## config.mk

```make
export PLATFORM = sky130hd
export DESIGN_NAME = ternary_weight_unpacker
export DESIGN_NICKNAME = d
export VERILOG_FILES = /design/src/rtl/ternary_pkg.sv /design/src/rtl/ternary_byte_decode.sv /design/src/rtl/ternary_weight_unpacker.sv
export SDC_FILE = /design/constraint.sdc
export NUM_CORES = 1
export LEC_CHECK = 0
export CORE_MARGIN = 4
export CORE_UTILIZATION = 35
export CTS_CLUSTER_DIAMETER = 150
export DETAILED_ROUTE_END_ITERATION = 8
export PLACE_DENSITY = 0.56
export SYNTH_ARGS = -nofsm -noshare
export SYNTH_HDL_FRONTEND = slang
export SYNTH_HIERARCHICAL = 1
export SYNTH_SLANG_ARGS = --single-unit
```

## constraint.sdc

```tcl
create_clock -name clk -period 41.1 [get_ports clk]
set_input_delay 10.275 -clock clk [delete_from_list [all_inputs] [get_ports clk]]
set_output_delay 10.275 -clock clk [all_outputs]
set_load 0.02 [all_outputs]
```

## src/rtl/ternary_pkg.sv

```systemverilog
// ternary_pkg
// Shared definitions for the ternary weight unpacker:
//   - 2-bit trit encoding (0, +1, -1)
//   - byte-packing constants (5 trits per byte, codes >= 243 are commands)
//   - trit buffer geometry and FSM state type
//   - helpers turning a trit into {zero, sign} flags and picking a trit
//     out of a decoded byte
package ternary_pkg;

  localparam logic [1:0] TRIT_ZERO = 2'd0;
  localparam logic [1:0] TRIT_POS  = 2'd1;
  localparam logic [1:0] TRIT_NEG  = 2'd2;

  localparam int         TRITS_PER_BYTE      = 5;
  localparam logic [7:0] CODE_LIMIT          = 8'd243;
  localparam logic [7:0] CMD_READOUT_DEFAULT = 8'hFF;

  localparam int FIFO_DEPTH = 8;
  localparam int COUNT_W    = 4;

  typedef enum logic [1:0] {
    RUN,
    FLUSH,
    STROBE
  } state_t;

  // Returns {zero, sign}. The unused encoding 2'd3 is treated as zero.
  function automatic logic [1:0] trit_to_zero_sign(input logic [1:0] trit);
    case (trit)
      TRIT_POS: return 2'b00;
      TRIT_NEG: return 2'b01;
      default:  return 2'b10;
    endcase
  endfunction

  // Picks trit k (0 = least significant) from a packed decoded byte.
  function automatic logic [1:0] trit_select(input logic [2*TRITS_PER_BYTE-1:0] trits,
                                             input logic [2:0] k);
    case (k)
      3'd0:    return trits[1:0];
      3'd1:    return trits[3:2];
      3'd2:    return trits[5:4];
      3'd3:    return trits[7:6];
      3'd4:    return trits[9:8];
      default: return TRIT_ZERO;
    endcase
  endfunction

endpackage

```

## src/rtl/ternary_byte_decode.sv

```systemverilog
// ternary_byte_decode
// Combinational base-3 decoder: splits a byte v < 243 into five trits,
// v = t0 + 3*t1 + 9*t2 + 27*t3 + 81*t4, and flags command codes (>= 243).
// Ports:
//   code   - input byte
//   trits  - packed trits, t_k in bits [2k+1:2k]
//   is_cmd - code is in the reserved command range
module ternary_byte_decode
  import ternary_pkg::*;
(
  input  logic [7:0]                  code,
  output logic [2*TRITS_PER_BYTE-1:0] trits,
  output logic                        is_cmd
);

  logic [7:0] rest;

  always_comb begin
    rest  = code;
    trits = '0;
    for (int k = 0; k < TRITS_PER_BYTE; k++) begin
      trits[2*k +: 2] = 2'(rest % 8'd3);
      rest            = rest / 8'd3;
    end
  end

  assign is_cmd = (code >= CODE_LIMIT);

endmodule

```

## src/rtl/ternary_weight_unpacker.sv

```systemverilog
// ternary_weight_unpacker
// Re-gears a byte stream of base-3 packed ternary weights (5 trits/byte)
// into beats of LANES zero/sign flags, and turns the CMD_READOUT code into
// a flush of pending trits followed by a one-cycle readout strobe.
// Ports:
//   clk, reset           - clock, synchronous active-high reset
//   in_byte/in_valid/in_ready - packed weight or command input (valid/ready)
//   out_zero/out_sign/out_valid/out_ready - beat output, lane 0 = oldest trit
//   readout              - one-cycle pulse after a readout flush completes
//   busy                 - trits buffered or not in RUN
module ternary_weight_unpacker
  import ternary_pkg::*;
#(
  parameter int         LANES       = 4,
  parameter logic [7:0] CMD_READOUT = CMD_READOUT_DEFAULT
) (
  input  logic             clk,
  input  logic             reset,
  input  logic [7:0]       in_byte,
  input  logic             in_valid,
  output logic             in_ready,
  output logic [LANES-1:0] out_zero,
  output logic [LANES-1:0] out_sign,
  output logic             out_valid,
  input  logic             out_ready,
  output logic             readout,
  output logic             busy
);

  localparam logic [COUNT_W-1:0] LANES_C    = COUNT_W'(LANES);
  localparam logic [COUNT_W-1:0] BYTE_C     = COUNT_W'(TRITS_PER_BYTE);
  // A byte fits only if at most this many trits remain after any pop.
  localparam logic [COUNT_W-1:0] ROOM_LIMIT = COUNT_W'(FIFO_DEPTH - TRITS_PER_BYTE);

  // Trit buffer: slot 0 holds the oldest trit.
  logic [2*FIFO_DEPTH-1:0] fifo_reg, fifo_next;
  logic [COUNT_W-1:0]      count_reg, count_next, count_after_pop;
  state_t                  state_reg, state_next;
  logic                    out_valid_reg, out_valid_next;
  logic [LANES-1:0]        out_zero_reg, out_zero_next;
  logic [LANES-1:0]        out_sign_reg, out_sign_next;
  logic                    readout_reg;

  logic [2*TRITS_PER_BYTE-1:0] dec_trits;
  logic                        dec_is_cmd;
  logic                        emit, pop_full, accept, push, readout_cmd;

  ternary_byte_decode u_decode (
    .code   (in_byte),
    .trits  (dec_trits),
    .is_cmd (dec_is_cmd)
  );

  assign emit     = out_valid_reg && out_ready;
  assign pop_full = emit && (count_reg >= LANES_C);

  // A partial beat can only be emitted while flushing and empties the buffer.
  always_comb begin
    count_after_pop = count_reg;
    if (pop_full) begin
      count_after_pop = count_reg - LANES_C;
    end else if (emit) begin
      count_after_pop = '0;
    end
  end

  assign in_ready    = (state_reg == RUN) && (count_after_pop <= ROOM_LIMIT);
  assign accept      = in_valid && in_ready;
  assign push        = accept && !dec_is_cmd;
  assign readout_cmd = accept && dec_is_cmd && (in_byte == CMD_READOUT);
  assign count_next  = count_after_pop + (push ? BYTE_C : '0);

  // Next state. The readout command checks the post-pop count so a beat
  // emitted in the same cycle that empties the buffer goes straight to STROBE.
  always_comb begin
    state_next = state_reg;
    case (state_reg)
      RUN: begin
        if (readout_cmd) begin
          state_next = (count_after_pop == '0) ? STROBE : FLUSH;
        end
      end
      FLUSH: begin
        if (emit && (count_after_pop == '0)) begin
          state_next = STROBE;
        end
      end
      STROBE:  state_next = RUN;
      default: state_next = RUN;
    endcase
  end

  // Per slot: take a newly decoded trit if the slot lies in the write window
  // just above the surviving trits, else shift down by one beat on a pop.
  for (genvar gi = 0; gi < FIFO_DEPTH; gi++) begin : g_slot
    logic [1:0]         shifted;
    logic [COUNT_W-1:0] offset;

    if (gi + LANES < FIFO_DEPTH) begin : g_src
      assign shifted = fifo_reg[2*(gi+LANES) +: 2];
    end else begin : g_pad
      assign shifted = TRIT_ZERO;
    end

    // Wraps to a large value for slots below the write window.
    assign offset = COUNT_W'(gi) - count_after_pop;

    assign fifo_next[2*gi +: 2] = (push && (offset < BYTE_C)) ? trit_select(dec_trits, offset[2:0])
                                : pop_full                    ? shifted
                                :                               fifo_reg[2*gi +: 2];
  end

  // Output beat is computed from next-cycle buffer contents and registered;
  // lanes beyond the live count are padded with zero trits.
  for (genvar gi = 0; gi < LANES; gi++) begin : g_lane
    logic [1:0] lane_trit;
    assign lane_trit = (COUNT_W'(gi) < count_next) ? fifo_next[2*gi +: 2] : TRIT_ZERO;
    assign {out_zero_next[gi], out_sign_next[gi]} = trit_to_zero_sign(lane_trit);
  end

  assign out_valid_next = (count_next >= LANES_C) ||
                          ((state_next == FLUSH) && (count_next != '0));

  always_ff @(posedge clk) begin
    if (reset) begin
      state_reg     <= RUN;
      count_reg     <= '0;
      out_valid_reg <= 1'b0;
      out_zero_reg  <= '1;
      out_sign_reg  <= '0;
      readout_reg   <= 1'b0;
    end else begin
      state_reg     <= state_next;
      count_reg     <= count_next;
      out_valid_reg <= out_valid_next;
      out_zero_reg  <= out_zero_next;
      out_sign_reg  <= out_sign_next;
      readout_reg   <= (state_next == STROBE);
    end
  end

  // Contents beyond count are don't-care, so the buffer needs no reset.
  always_ff @(posedge clk) begin
    fifo_reg <= fifo_next;
  end

  assign out_valid = out_valid_reg;
  assign out_zero  = out_zero_reg;
  assign out_sign  = out_sign_reg;
  assign readout   = readout_reg;
  assign busy      = (count_reg != '0) || (state_reg != RUN);

endmodule

```

# Yosys cells after proc, flatten, opt, wreduce, memory -nomap -nowiden
# Index checks and enable logic that the tools add are counted.
word_totals:
  register_bits: 32
  wordCells: 163
  out_inout_bits: 12
  inputBits: 12
classes:
  magnitude_cmp: 16
  div_mod_pow: 9
  n_reduce_logical: 37
  n_mux: 36
  n_addsub: 10
  n_eq_ne: 44
op_table:
  columns: ["cell", "count"]
  rows:
  - ["$pmux 2 s5", 8]
  - ["$eq 3x2->1 const B", 16]
  - ["$mod 8x2->8 const B", 5]
  - ["$mux 2", 20]
  - ["$div 8x2->8 const B", 4]
  - ["$lt 4x3->1 const B", 8]
  - ["$eq 3x1->1 const B", 8]
  - ["$eq 3x3->1 const B", 8]
  - ["$logic_not 3->1", 8]
  - ["$pmux 2 s2", 5]
  - ["$logic_and 1x1->1", 17]
  - ["$sub 3x4->4 const A", 4]
  - ["$eq 2x1->1 const B", 6]
  - ["$eq 2x2->1 const B", 5]
  - ["$reduce_bool 2->1", 5]
  - ["$eq 8x8->1 const B", 1]
  - ["$ge 4x3->1 const B", 2]
  - ["$ge 8x8->1 const B", 1]
  - ["$lt 1x4->1 const A", 2]
  - ["$lt 2x4->1 const A", 2]
  - ["$mux 4", 2]
  - ["$reduce_bool 4->1", 2]
  - ["$sub 1x4->4 const A", 2]
  - ["$sub 2x4->4 const A", 2]
  - ["other kinds (8)", 9]

# Depth between registers and ports, before layout
logic_depth:
  ltp_word: 13
  ltp_mapped: 67
  ltp_nobuf: 62

# Cells and area by module
# The synthesis kept the hierarchy.
modules_own_cells:
  columns: ["module", "cells_per_inst", "area_each_um2", "n_inst", "seq_area_each_um2"]
  rows:
  - ["ternary_byte_decode", 428, 3007.9, 1, 0.0]
  - ["ternary_weight_unpacker", 296, 2565.0, 1, 720.7]

# Least setup slack after synthesis
# No wires, ideal clock.
synth_timing:
  path_kind: "input to output"
  startpoint: "in out_ready"
  endpoint: "out in_ready"
  required_time_ns: 30.825
  arrival_ns: 11.513
  slack_ns: 19.312
  n_path_buf: 0
  stages: 5
  cell_sequence: "nand2_1 a21oi_4 ha_1 or3b_1 inv_1"
synth_via:
  elab_chain_cells: 5
  word_cells_on_any_way: 6
  cone_classes: "1 x order compare; 2 x mux; 3 x reduce/logical"
synth_lines:
  columns: ["element", "line_no", "source"]
  rows:
  - ["start, declared", "ternary_weight_unpacker.sv:25", "input logic out_ready,"]
  - ["$logic_and 1x1->1 *", "ternary_weight_unpacker.sv:54", "assign emit = out_valid_reg && out_ready;"]
  - ["$mux 4 or $logic_and 1x1->1 (tied branches)", "ternary_weight_unpacker.sv:62, ternary_weight_unpacker.sv:55", null]
  - ["$mux 4 *", "ternary_weight_unpacker.sv:60", "if (pop_full) begin"]
  - ["$le 4x2->1 *", "ternary_weight_unpacker.sv:67", "assign in_ready = (state_reg == RUN) && (count_after_pop <= ROOM_LIMIT);"]
  - ["$logic_and 1x1->1 *", "ternary_weight_unpacker.sv:67", null]
  - ["end, declared", "ternary_weight_unpacker.sv:21", "output logic in_ready,"]
# Mark *: on every way between the ends. The rest lies on a longest branch, timed or not.

# Worst setup path in the final report
layout_timing:
  startpoint: "in in_byte[7]"
  endpoint: "reg out_zero_reg[2] (netlist: out_zero[2])"
layout_via:
  elab_chain_cells: 10
  word_cells_on_any_way: 22
  cone_classes: "1 x add/sub; 9 x div; 2 x order compare; 2 x eq/ne; 5 x mux; 3 x reduce/logical"
layout_lines:
  columns: ["element", "line_no", "source"]
  rows:
  - ["start, declared", "ternary_weight_unpacker.sv:19", "input logic [7:0] in_byte,"]
  - ["$div 8x2->8 * (4 in a row)", "ternary_byte_decode.sv:23", "rest = rest / 8'd3;"]
  - ["$mod 8x2->8 *", "ternary_byte_decode.sv:22", "trits[2*k +: 2] = 2'(rest % 8'd3);"]
  - ["named net dec_trits[8]", "ternary_weight_unpacker.sv:44", "logic [2*TRITS_PER_BYTE-1:0] dec_trits;"]
  - ["$pmux 2 s5 *", "ternary_pkg.sv:39", "case (k)"]
  - ["$mux 2 *", "ternary_weight_unpacker.sv:108", "assign fifo_next[2*gi +: 2] = (push && (offset < BYTE_C)) ? trit_select(dec_trits, offset[2:0])"]
  - ["$mux 2 *", "ternary_weight_unpacker.sv:117", "assign lane_trit = (COUNT_W'(gi) < count_next) ? fifo_next[2*gi +: 2] : TRIT_ZERO;"]
  - ["$eq 2x2->1 or $eq 2x1->1 (tied branches)", "ternary_pkg.sv:29", "case (trit)"]
  - ["$pmux 2 s2 *", "ternary_pkg.sv:29", null]
  - ["named net out_zero_next[2]", "ternary_weight_unpacker.sv:40", "logic [LANES-1:0] out_zero_reg, out_zero_next;"]
  - ["end signal, assigned", "ternary_weight_unpacker.sv:136", "out_zero_reg <= out_zero_next;"]
  - ["end, declared", "ternary_weight_unpacker.sv:40", null]
# The timed path passes the listed nets; every way through them passes the cells marked *.
# A chain may end at the register's enable or synchronous reset.

==> results.md <==
- Syn Nets: 776
- Num CTS Buffers: 5
- Layout net count: 772
- WP data arrival: 24.67 ns
- Clock sink total: 32
- Status: complete, no violations
- DR DRC count: 0
- PwrDens: 72.91 nW/um^2
- Final WL: 15.64 mm
- Most frequent cells in the layout: nor2_1 (63), nand2_1 (59), a21oi_1 (43)
- Post-Synth Adder-Cell Area: 8.981%
- Max_cap viols: 0
- Cells after Synth: 724
- Worst-path fanout max: 31
- Starting Density: 36.12%
- Post-Synth XOR/XNOR Area: 3.929%
- Max reg flops: 16
- Largest net degree at the start of global routing: 33
- Post_cts resized: 0
- Flops & latches, synth: 32
- Root buf cell: clkbuf_16
- Post-synth top flop: dfxtp_1
- CTS tree: done
- Area occupied by multi-input gates: 4456 sq um
- Sequential share of the synthesized area: 12.93%
- Vias per cell: 6.045
- Critical R2R Launch: count_reg[2]
- Skew final: 0.006242 ns
- I/O Pins: 24
- Register-to-Register Path Depth: 14
- Hold Path Depth: 3
- Syn Area/Cell: 7.697 sq um
- Max clock buf depth: 2
- Critical Path Start: in_byte[7]
- Critical Path Slowest Stage Cell: ha_1
- Crit path kind: in -> reg
- Global placer's final weighted congestion: 0.9024
- CTS H-tree depth: 2
- Synth Area in Compound Gates: 33.52%
- Asr flop ratio synth: 0%
- Initial antenna violation count: 0
- Core area: 15430 sq um
- Post-synthesis mux area share: 5.590%
- First-pass GRT wire length: 25.90 mm
- Setup crit start kind: input port
- Post-Synth Simple-Gate Area: 27.93%
- Clk_lat worst skew: 0.28 ns
- Worst slew pin tran: 0.9242 ns
- Overall Global Routing Usage: 16.73%
- Iter 0 DRT Violations: 547
- Die Y: 134.2 microns
- Die Area: 18010 sq um
- Setup crit end kind: register
- WL per Instance: 16.78 microns
- Hold Crit Start: fifo_reg[5]
- Inst Count DP: 924
- Final worst path period share: 59.63%
- Vias in the first global route: 5285
- Class of the worst hold path: reg -> reg
- Non-filler cells, final: 932
- Synth warn: 6
- Slew margin rel.: 36.79%
- Synth-to-Final Area Change: 8.172%
- CP max stage delay: 0.71 ns
- # hold bufs at CTS: 0
- Routed Antenna Nets: 0
- Final min period: 24.51 ns
- Number of port buffers: 23
- Area after DPL: 5867 sq um
- Leak: 2.322 nW
- Final Hold Vio Count: 0
- Post-synth cell types: 111
- Register Area: 720.7 sq um
- Final setup violation count: 0
- Row count: 45
- Synth Cell Area: 5573 sq um
- Post-CTS setup buffer count: 0
- Number of fill cells in the layout: 1613
- GR Overflow Total: 0
- Detailed Routing Iterations Pass 1: 8
- Crit path required time: 41.26 ns
- Number of synthesized flops with an enable pin: 8
- Post-DP HPWL: 11.79 mm
- Setup TNS: 0 ns
- Via count: 5634
- Count of pins over their slew limit: 0
- Antenna diodes: 0
- Design area: 6028 sq um
- Commonest non-fill, non-tap cell in the layout: nor2_1
- Die X: 134.2 microns
- RSZ-0062 raised after global routing: no
- Cell mode on critical path: ha_1
- Fmax: 0.04080 GHz
- Clock slew at reported path FFs: 0.05 ns
- Largest family of logic cells by synthesized area: compound AO/OA/AOI/OAI gates
- Worst vdd ir: 0.03924 mV
- Share of cells above drive strength 1: 11.79%
-- where the power goes --
part           internal (mW)  total (mW)  switching (mW)
sequential            0.0463      0.0537         0.00744
clock                 0.0261      0.0410          0.0150
combinational          0.135       0.345           0.209
-- kinds of logic after synthesis --
| kind of cell | after synthesis |
|---|---|
| mux | 30 |
| buf+inv | 78 |
| simple gates | 278 |
| compound gates | 244 |
| xor+xnor | 22 |
| flops | 32 |
| fa+ha+maj | 40 |
-- metal layers --
layer	vias to the layer above	GRT usage, %	part of all wire (%)
li1	2739	-	-
met1	2650	23.22	47
met2	204	27.43	46
met3	41	2.401	5.5
met4	0	4.016	2.0
met5	-	0	0
-- critical path: cells and delay by family --
family	cells	cell delay, ns
compound gates	20	4.64
simple gates	18	4.14
fa+ha+maj	11	3.02
buf+inv	6	1.37
xor+xnor	4	1.06
mux	1	0.16
-- metrics by stage --
step / power, mW / util [%] / setup slack, ns / hold WS [ns]
floorplan: 0.3134 / - / 19.31 / 0.5158
finish: 0.4395 / 39.08 / 16.59 / 0.6019
global placement: 0.3870 / 38.03 / 16.87 / 0.5864
CTS: 0.4338 / 39.08 / 16.73 / 0.6022
detailed placement: 0.3901 / 38.03 / 16.51 / 0.5918
global route: 0.4766 / 39.08 / 15.34 / 0.6319
-- final cells by class --
type	instances	share of cell area [%]
multi-input combinational	614	73.91
sequential	32	11.96
timing repair buffer	28	4.442
tap	211	4.379
inverter	39	2.636
clock buffer	6	2.491
clock inverter	2	0.1868
-- path summary, 6_finish.rpt --
kind | to | slack (ns)
setup / recovery | out_zero[2] | 16.59
hold / removal | fifo_reg[5] | 0.60
setup reg to reg | out_zero[2] | 36.52
hold reg to reg | fifo_reg[5] | 0.60
-- synthesized netlist by cell type (4+ instances only) --
cell      number  area share, %
a211oi_1       8            1.1
a21o_1        10            1.3
a21oi_1       43            3.9
a221oi_1       4           0.63
a222oi_1       8            1.4
a22o_1         5           0.79
a22oi_1        9            1.2
a31o_2         4           0.63
a31oi_1        6           0.67
a32oi_1        5           0.79
and2_1         6           0.67
and3_1         8           0.90
buf_1          4           0.27
buf_2         13            1.2
buf_4          4           0.54
buf_6          8            1.6
clkbuf_1      10           0.67
dfxtp_1       24            8.6
edfxtp_1       8            4.3
ha_1          40            9.0
inv_1         31            2.1
inv_2          6           0.40
mux2_2         5            1.0
mux2i_1       24            4.3
nand2_1       59            4.0
nand2b_1      14            1.6
nand3_1       24            2.2
nand3b_1       6           0.81
nand4_1        5           0.56
nor2_1        63            4.2
nor2b_1       22            2.5
nor3_1        15            1.3
nor3b_1        4           0.54
nor4_1         4           0.45
o211ai_1      15            2.0
o21ai_0       39            3.5
o22ai_1       12            1.3
or2_2          6           0.67
or3_1          4           0.45
xnor2_1       16            2.5
xor2_1         4           0.63
Power figures use the tool's default switching activity.
